**config.mk**
```make
export PLATFORM = sky130hd
export DESIGN_NAME = enc_four_two_debounced
export DESIGN_NICKNAME = d
export VERILOG_FILES = /design/src/rtl/enc_four_two_debounced.sv
export SDC_FILE = /design/constraint.sdc
export NUM_CORES = 1
export LEC_CHECK = 0
export CAP_MARGIN = 25
export CORE_MARGIN = 10
export CORE_UTILIZATION = 40
export CTS_BUF_LIST = sky130_fd_sc_hd__clkbuf_8
export DETAILED_ROUTE_END_ITERATION = 7
export GPL_TIMING_DRIVEN = 1
export HOLD_SLACK_MARGIN = 0.02
export PLACE_DENSITY = 0.67
export SETUP_SLACK_MARGIN = 0.15
export SLEW_MARGIN = 10
export SYNTH_ARGS = -nofsm -noshare
export SYNTH_HDL_FRONTEND = slang
export SYNTH_SLANG_ARGS = --single-unit
```
**constraint.sdc**
```tcl
create_clock -name clk -period 1.9 [get_ports clk]
set_clock_uncertainty 0.15 [all_clocks]
set_input_delay 0.38 -clock clk [delete_from_list [all_inputs] [get_ports clk]]
set_output_delay 0.38 -clock clk [all_outputs]
set_load 0.01 [all_outputs]
```
**src/rtl/enc_four_two_debounced.sv**
```systemverilog
// enc_four_two_debounced
//
// Sequential 4:2 priority encoder with input debouncing and a valid/ready
// output handshake. It is the inverse of the team's 2:4 decoder:
// in_one -> 00, in_two -> 01, in_three -> 10, in_four -> 11 ({x,y}).
// When several lines are active, the highest-indexed line wins.
//
// The four request lines are registered once, giving the sample s. A nonzero
// sample must then hold unchanged for DEBOUNCE_CYCLES consecutive cycles
// before its code is reported. Each press produces exactly one code: after
// the transfer, every line must go low before the next press is accepted.
//
// Optional feature (macro ENC_MULTI_HOT_ERR_EN):
//   defined   - err is set together with valid when the reported pattern had
//               more than one active line, and is cleared on transfer.
//   undefined - err is tied to 0 and no multi-hot detection logic is built.
//
// Parameters:
//   DEBOUNCE_CYCLES  cycles a nonzero pattern must stay stable (1..255)
//
// Ports:
//   clk       system clock; all logic changes on the rising edge
//   rst       synchronous, active-high reset
//   enable    1 = accept new presses; 0 = abort a debounce in progress
//   in_one    request line 0
//   in_two    request line 1
//   in_three  request line 2
//   in_four   request line 3
//   ready     consumer accepts the code when ready && valid
//   x         encoded MSB
//   y         encoded LSB
//   valid     the code on x/y is valid
//   err       the reported pattern was multi-hot (feature macro only)

module enc_four_two_debounced #(
    parameter int unsigned DEBOUNCE_CYCLES = 4
) (
    input  logic clk,
    input  logic rst,
    input  logic enable,
    input  logic in_one,
    input  logic in_two,
    input  logic in_three,
    input  logic in_four,
    input  logic ready,
    output logic x,
    output logic y,
    output logic valid,
    output logic err
);

    typedef enum logic [1:0] {
        IDLE,
        STABLE,
        VALID,
        RELEASE
    } state_t;

    // The count stops at this value, so an 8-bit counter never wraps.
    localparam logic [7:0] CNT_LAST = 8'(DEBOUNCE_CYCLES - 1);

    state_t     state;
    state_t     state_next;
    logic [3:0] s;
    logic [3:0] snap;
    logic [3:0] snap_next;
    logic [7:0] cnt;
    logic [7:0] cnt_next;
    logic       x_next;
    logic       y_next;
    logic       valid_next;
    logic       load_code;

    // The highest-indexed active line wins.
    function automatic logic [1:0] prio(input logic [3:0] v);
        logic [1:0] code;
        if (v[3]) begin
            code = 2'b11;
        end else if (v[2]) begin
            code = 2'b10;
        end else if (v[1]) begin
            code = 2'b01;
        end else begin
            code = 2'b00;
        end
        return code;
    endfunction

    always_ff @(posedge clk) begin
        if (rst) begin
            state <= IDLE;
            s     <= 4'b0000;
            snap  <= 4'b0000;
            cnt   <= 8'd0;
            x     <= 1'b0;
            y     <= 1'b0;
            valid <= 1'b0;
        end else begin
            state <= state_next;
            s     <= {in_four, in_three, in_two, in_one};
            snap  <= snap_next;
            cnt   <= cnt_next;
            x     <= x_next;
            y     <= y_next;
            valid <= valid_next;
        end
    end

    always_comb begin
        state_next = state;
        snap_next  = snap;
        cnt_next   = cnt;
        x_next     = x;
        y_next     = y;
        valid_next = valid;
        load_code  = 1'b0;

        unique case (state)
            IDLE: begin
                if (enable && (s != 4'b0000)) begin
                    snap_next  = s;
                    cnt_next   = 8'd0;
                    state_next = STABLE;
                end
            end

            STABLE: begin
                // A changed pattern or a dropped enable counts as a glitch.
                if (!enable || (s != snap)) begin
                    state_next = IDLE;
                end else if (cnt == CNT_LAST) begin
                    {x_next, y_next} = prio(snap);
                    valid_next       = 1'b1;
                    load_code        = 1'b1;
                    state_next       = VALID;
                end else begin
                    cnt_next = cnt + 8'd1;
                end
            end

            VALID: begin
                // x/y keep the last code after transfer; only valid drops.
                if (ready) begin
                    valid_next = 1'b0;
                    state_next = RELEASE;
                end
            end

            RELEASE: begin
                // A held line must be released before it can report again.
                if (s == 4'b0000) begin
                    state_next = IDLE;
                end
            end

            default: begin
                state_next = IDLE;
            end
        endcase
    end

`ifdef ENC_MULTI_HOT_ERR_EN
    logic err_next;

    // err is set with valid and cleared with it on transfer. A pattern is
    // multi-hot exactly when clearing its lowest set bit leaves bits set.
    always_comb begin
        err_next = err;
        if (load_code) begin
            err_next = ((snap & (snap - 4'd1)) != 4'b0000);
        end else if ((state == VALID) && ready) begin
            err_next = 1'b0;
        end
    end

    always_ff @(posedge clk) begin
        if (rst) begin
            err <= 1'b0;
        end else begin
            err <= err_next;
        end
    end
`else
    assign err = 1'b0;
`endif

endmodule

```
==> results.md <==
- The detail route stage leaves a number of antenna-violating nets equal to 0.
- For flop-to-flop paths, the worst setup slack is a little under 0.03 ns.
- The final number of hold-violating endpoints was 0.
- The wire length of the first global-routing pass is about 3800 um.
- The sum of routed wire segments on met1 is about 1100 um.
- The area of the mapped netlist is 985 um2.
- The reg-to-reg critical path startpoint is cnt[0].
- Before antenna repair, the detailed router went through 4 iterations.
- The cell with the largest stage delay on the worst path is sky130_fd_sc_hd__or4b_4.
- The share of the synthesized area in the top cell type is between 40% and 50%.
- From left edge to right edge, the die measures just under 70 um.
- Detailed placement ended at an HPWL of 1620 um.
- The switching part of the total is between 20% and 30%.
- The largest stage delay on the critical path is 0.47 ns.
- The synthesized flop and latch total is 21.
- The via count of the first global-routing pass is 875.
- The floorplan has 17 rows.
- The longest clock path from root to sink contains 2 buffers.
- Entering global routing, the biggest net connects 13 pins.
- The cell taking the most area after synthesis is sky130_fd_sc_hd__dfxtp_1.
- The arrival time at the worst endpoint is approximately 1.9 ns.
- The amount of wire on met3 after detailed routing is 92 um.
- The worst setup path is captured at a register.
- The post-route netlist has ~34% of its cells at a drive strength greater than 1.
- Measured along the y axis, the die boundary spans ~70 um.
- The clock-pin slew on the worst setup and hold paths is around 0.080 ns.
- The layout-stage area growth over the synthesis result is 42.8%.
- The minimum setup slack after placement is -0.296 ns.
- Per report_power, the clock group accounts for around a third of the total.
- In the detailed route, the total length drawn on met2 is approximately 1100 um.
- The repair_antennas step left the layout with diodes totalling 0.
- The worst min-delay path class is register to register.
- Summed over all layers, the routed wires come to between 2000 and 2500 um.
- The worst-case IR drop observed on VDD is roughly 0.4 mV.
- The startpoint of the most critical setup path is cnt[0].
- For this design, the CTS-stage hold fixing added 0 buffers.
- Of the synthesized area, sequential elements account for approximately 43%.
- The boundary pin count is 12.
- The fraction of power consumed by sequential logic is 52.0%.
- STA puts the critical path data required time at 1.94 ns.
- For this design the ratio of total power to cell area is approximately 630 nW/um2.
- Synthesis produced approximately 110 cells.
- The number of max-cap violations is 0.
- In the final routed layout, each cell accounts on average for about 13 um.
- The TritonCTS clock tree is done.
- CTS built an H-tree with a depth of 1.
- The clock period could shrink to between 1.5 and 2 ns.
- Derived from the worst setup path, the maximum achievable clock frequency is approximately 530 MHz.
- TritonCTS created 3 clock buffers.
- The floorplan step defined a die boundary enclosing 4850 um2.
- Yosys mapped the design onto 29 distinct sky130hd cell types.
- The biggest fanout along the worst timing path is 4.
- The startpoint of the most critical hold path is y.
- The number of port buffers is 10.
- The initial utilization of the core area, before any placement, comes to between 40% and 50%.
- The number of fill cells in the layout is a little under 200.
- The violation count after the first detailed-routing iteration is 38.
- The share of the core filled with cells in the final layout is between 60% and 70%.
- Traced cell by cell, the critical path runs through ha_4 > or4b_4 > nor4_4 > nand3b_1 > buf_4 > mux2i_1.
- The final-report setup violation count is 0.
- For the worst-skew pair, the clock arrives at the later sink with an insertion delay of roughly 0.26 ns.
- At the end of the flow, the number of nets in the layout was ~160.
- The kind of start point of the critical path is a register.
- Setup repair after global routing could not meet its margin everywhere.
- The number of nets in the synthesized netlist is 121.
- After detailed routing, no signal wire sits above met4.
- The tree is rooted in a sky130_fd_sc_hd__clkbuf_8.
- In this run the power spent charging and discharging nets is between 0.2 and 0.25 mW.
- The remaining global-route overflow is 0.
- The internal portion of the total power is around 0.66 mW.
- The number of max-slew violations in the final report is 0.
- The initial antenna violation count was 0.
- By area the synthesized netlist is led by sky130_fd_sc_hd__dfxtp_1 (43%), sky130_fd_sc_hd__a21oi_1 (7.1%), sky130_fd_sc_hd__nand2_1 (6.5%).
- Of the total power, combinational logic draws between 10% and 20%.
- After floorplanning, the core was sized to cover 2280 um2.
- In this run the static leakage power is 0.521 nW.
- After detailed routing, the number of remaining DRC violations is 0.
- The final worst-path cycle share is between 90% and 100%.
- During synthesis, Yosys emitted a total of 0 warnings.
- Detailed routing inserted a total of 970 vias.
- Routability-driven placement finished with a final weighted congestion of between 0.7 and 0.8.
- The critical path start-end classification is register to register.
- In the routed layout, each cell is associated on average with a via count of 5.61.
- The overall global routing resource usage is a little under a tenth.
- The tree built by TritonCTS fans out to 21 sinks.
- The run finished with clean final reports.
- The worst setup margin is ~0.030 ns.
- The average footprint of a synthesized cell is around 8.8 um2.
## cells by family after synthesis
group / synth area share (%)
flops: 42.7
simple gates: 28.5
buf+inv: 3.81
other cells: 0.381
mux: 3.05
fa+ha+maj: 1.27
compound gates: 16.8
xor+xnor: 3.56
## timing repair
| action | in CTS | in global routing |
|---|---|---|
| buffers inserted | 3 | 4 |
| pin swaps | 5 | 5 |
| gates cloned | 1 | 0 |
| setup endpoints to repair | 13 | 13 |
| gates resized for setup | 11 | 8 |
## state kept, by name (all words and copies together), names as in the netlist, named ones only
register	flops
y	1
x	1
snap	4
cnt	8
state	1
s	4
valid	1
## stage by stage
step                      power [mW]  area [um2]  cells  setup TNS (ns)  hold slack, ns
after floorplan                0.531        1000    112               0           0.299
after global placement         0.570        1230    161           -1.39           0.284
after detailed placement       0.571        1230    161           -1.96           0.290
after CTS                      0.880        1350    169               0           0.306
after global routing           0.925        1410    173          -0.197           0.334
final                          0.891        1410    173               0           0.319
## cells in the final DEF (no fill, tap or decap), types with 2 or more instances in the layout
master | synthesis | final
sky130_fd_sc_hd__nand2_1 | 17 | 16
sky130_fd_sc_hd__xnor2_2 | 0 | 2
sky130_fd_sc_hd__a41o_1 | 2 | 2
sky130_fd_sc_hd__o31ai_1 | 5 | 4
sky130_fd_sc_hd__clkbuf_8 | 0 | 3
sky130_fd_sc_hd__a311oi_1 | 2 | 2
sky130_fd_sc_hd__dfxtp_1 | 21 | 15
sky130_fd_sc_hd__nor2_1 | 2 | 2
sky130_fd_sc_hd__a21oi_2 | 0 | 4
sky130_fd_sc_hd__mux2i_1 | 3 | 3
sky130_fd_sc_hd__xnor2_1 | 4 | 2
sky130_fd_sc_hd__buf_4 | 1 | 22
sky130_fd_sc_hd__or4_1 | 7 | 7
sky130_fd_sc_hd__dfxtp_2 | 0 | 5
sky130_fd_sc_hd__nand3_2 | 0 | 2
sky130_fd_sc_hd__a21oi_1 | 14 | 10
sky130_fd_sc_hd__and3_1 | 2 | 2
sky130_fd_sc_hd__clkdlybuf4s50_1 | 0 | 9
sky130_fd_sc_hd__nand2b_1 | 2 | 2
sky130_fd_sc_hd__nor2b_1 | 5 | 4
sky130_fd_sc_hd__nand4_1 | 3 | 3
sky130_fd_sc_hd__inv_1 | 4 | 4
## final timing paths
kind | cells after the start | endpoint
worst max register to register | 6 | cnt[0]
worst min register to register | 2 | y
worst max-delay path | 6 | cnt[0]
worst min-delay path | 2 | y
## routing by layer
metal | global-route usage, % | vias to the layer above
met5 | 0 | -
met4 | 5.22 | 0
met3 | 2.28 | 5
met2 | 14.7 | 21
met1 | 10.5 | 463
li1 | - | 481
## synth_stat cells, drive strengths merged
| master | instances |
|---|---|
| or4 | 7 |
| xnor2 | 4 |
| nand2 | 17 |
| buf | 1 |
| a41o | 2 |
| and3 | 2 |
| a21oi | 14 |
| nand3 | 3 |
| nor3b | 1 |
| a221oi | 1 |
| or3 | 1 |
| and4b | 1 |
| ha | 1 |
| nand4 | 3 |
| inv | 4 |
| nor2 | 2 |
| nand3b | 1 |
| o21ai | 1 |
| nor2b | 5 |
| o31ai | 5 |
| or4b | 1 |
| a31oi | 1 |
| mux2i | 3 |
| conb | 1 |
| nand2b | 2 |
| dfxtp | 21 |
| nor4 | 1 |
| a311oi | 2 |
| clkbuf | 4 |
## layout make-up
class                           count  area (um2)  share of cell area [%]
Clock buffer                        3        41.3                    2.94
Clock inverter                      1        5.00                   0.356
Inverter                            4        15.0                    1.07
Multi-Input combinational cell     82         599                    42.6
Sequential cell                    21         430                    30.6
Tap cell                           28        35.0                    2.49
Timing Repair Buffer               34         280                    19.9
## power by group through the flow
stage | Sequential [mW] | Clock, mW | Combinational, mW
finish | 0.463 | 0.302 | 0.127
detailed placement | 0.471 | 0 | 0.100
global route | 0.464 | 0.323 | 0.138
global placement | 0.471 | 0 | 0.0984
floorplan | 0.469 | 0 | 0.0623
CTS | 0.461 | 0.312 | 0.107
## critical path: cells and delay by family (launching register included)
kind,cells,cell delay [ns]
fa+ha+maj,1,0.13
buf+inv,1,0.13
flops,1,0.36
mux,1,0.16
simple gates,3,0.86
No activity file was read; power rests on OpenSTA's default activity.
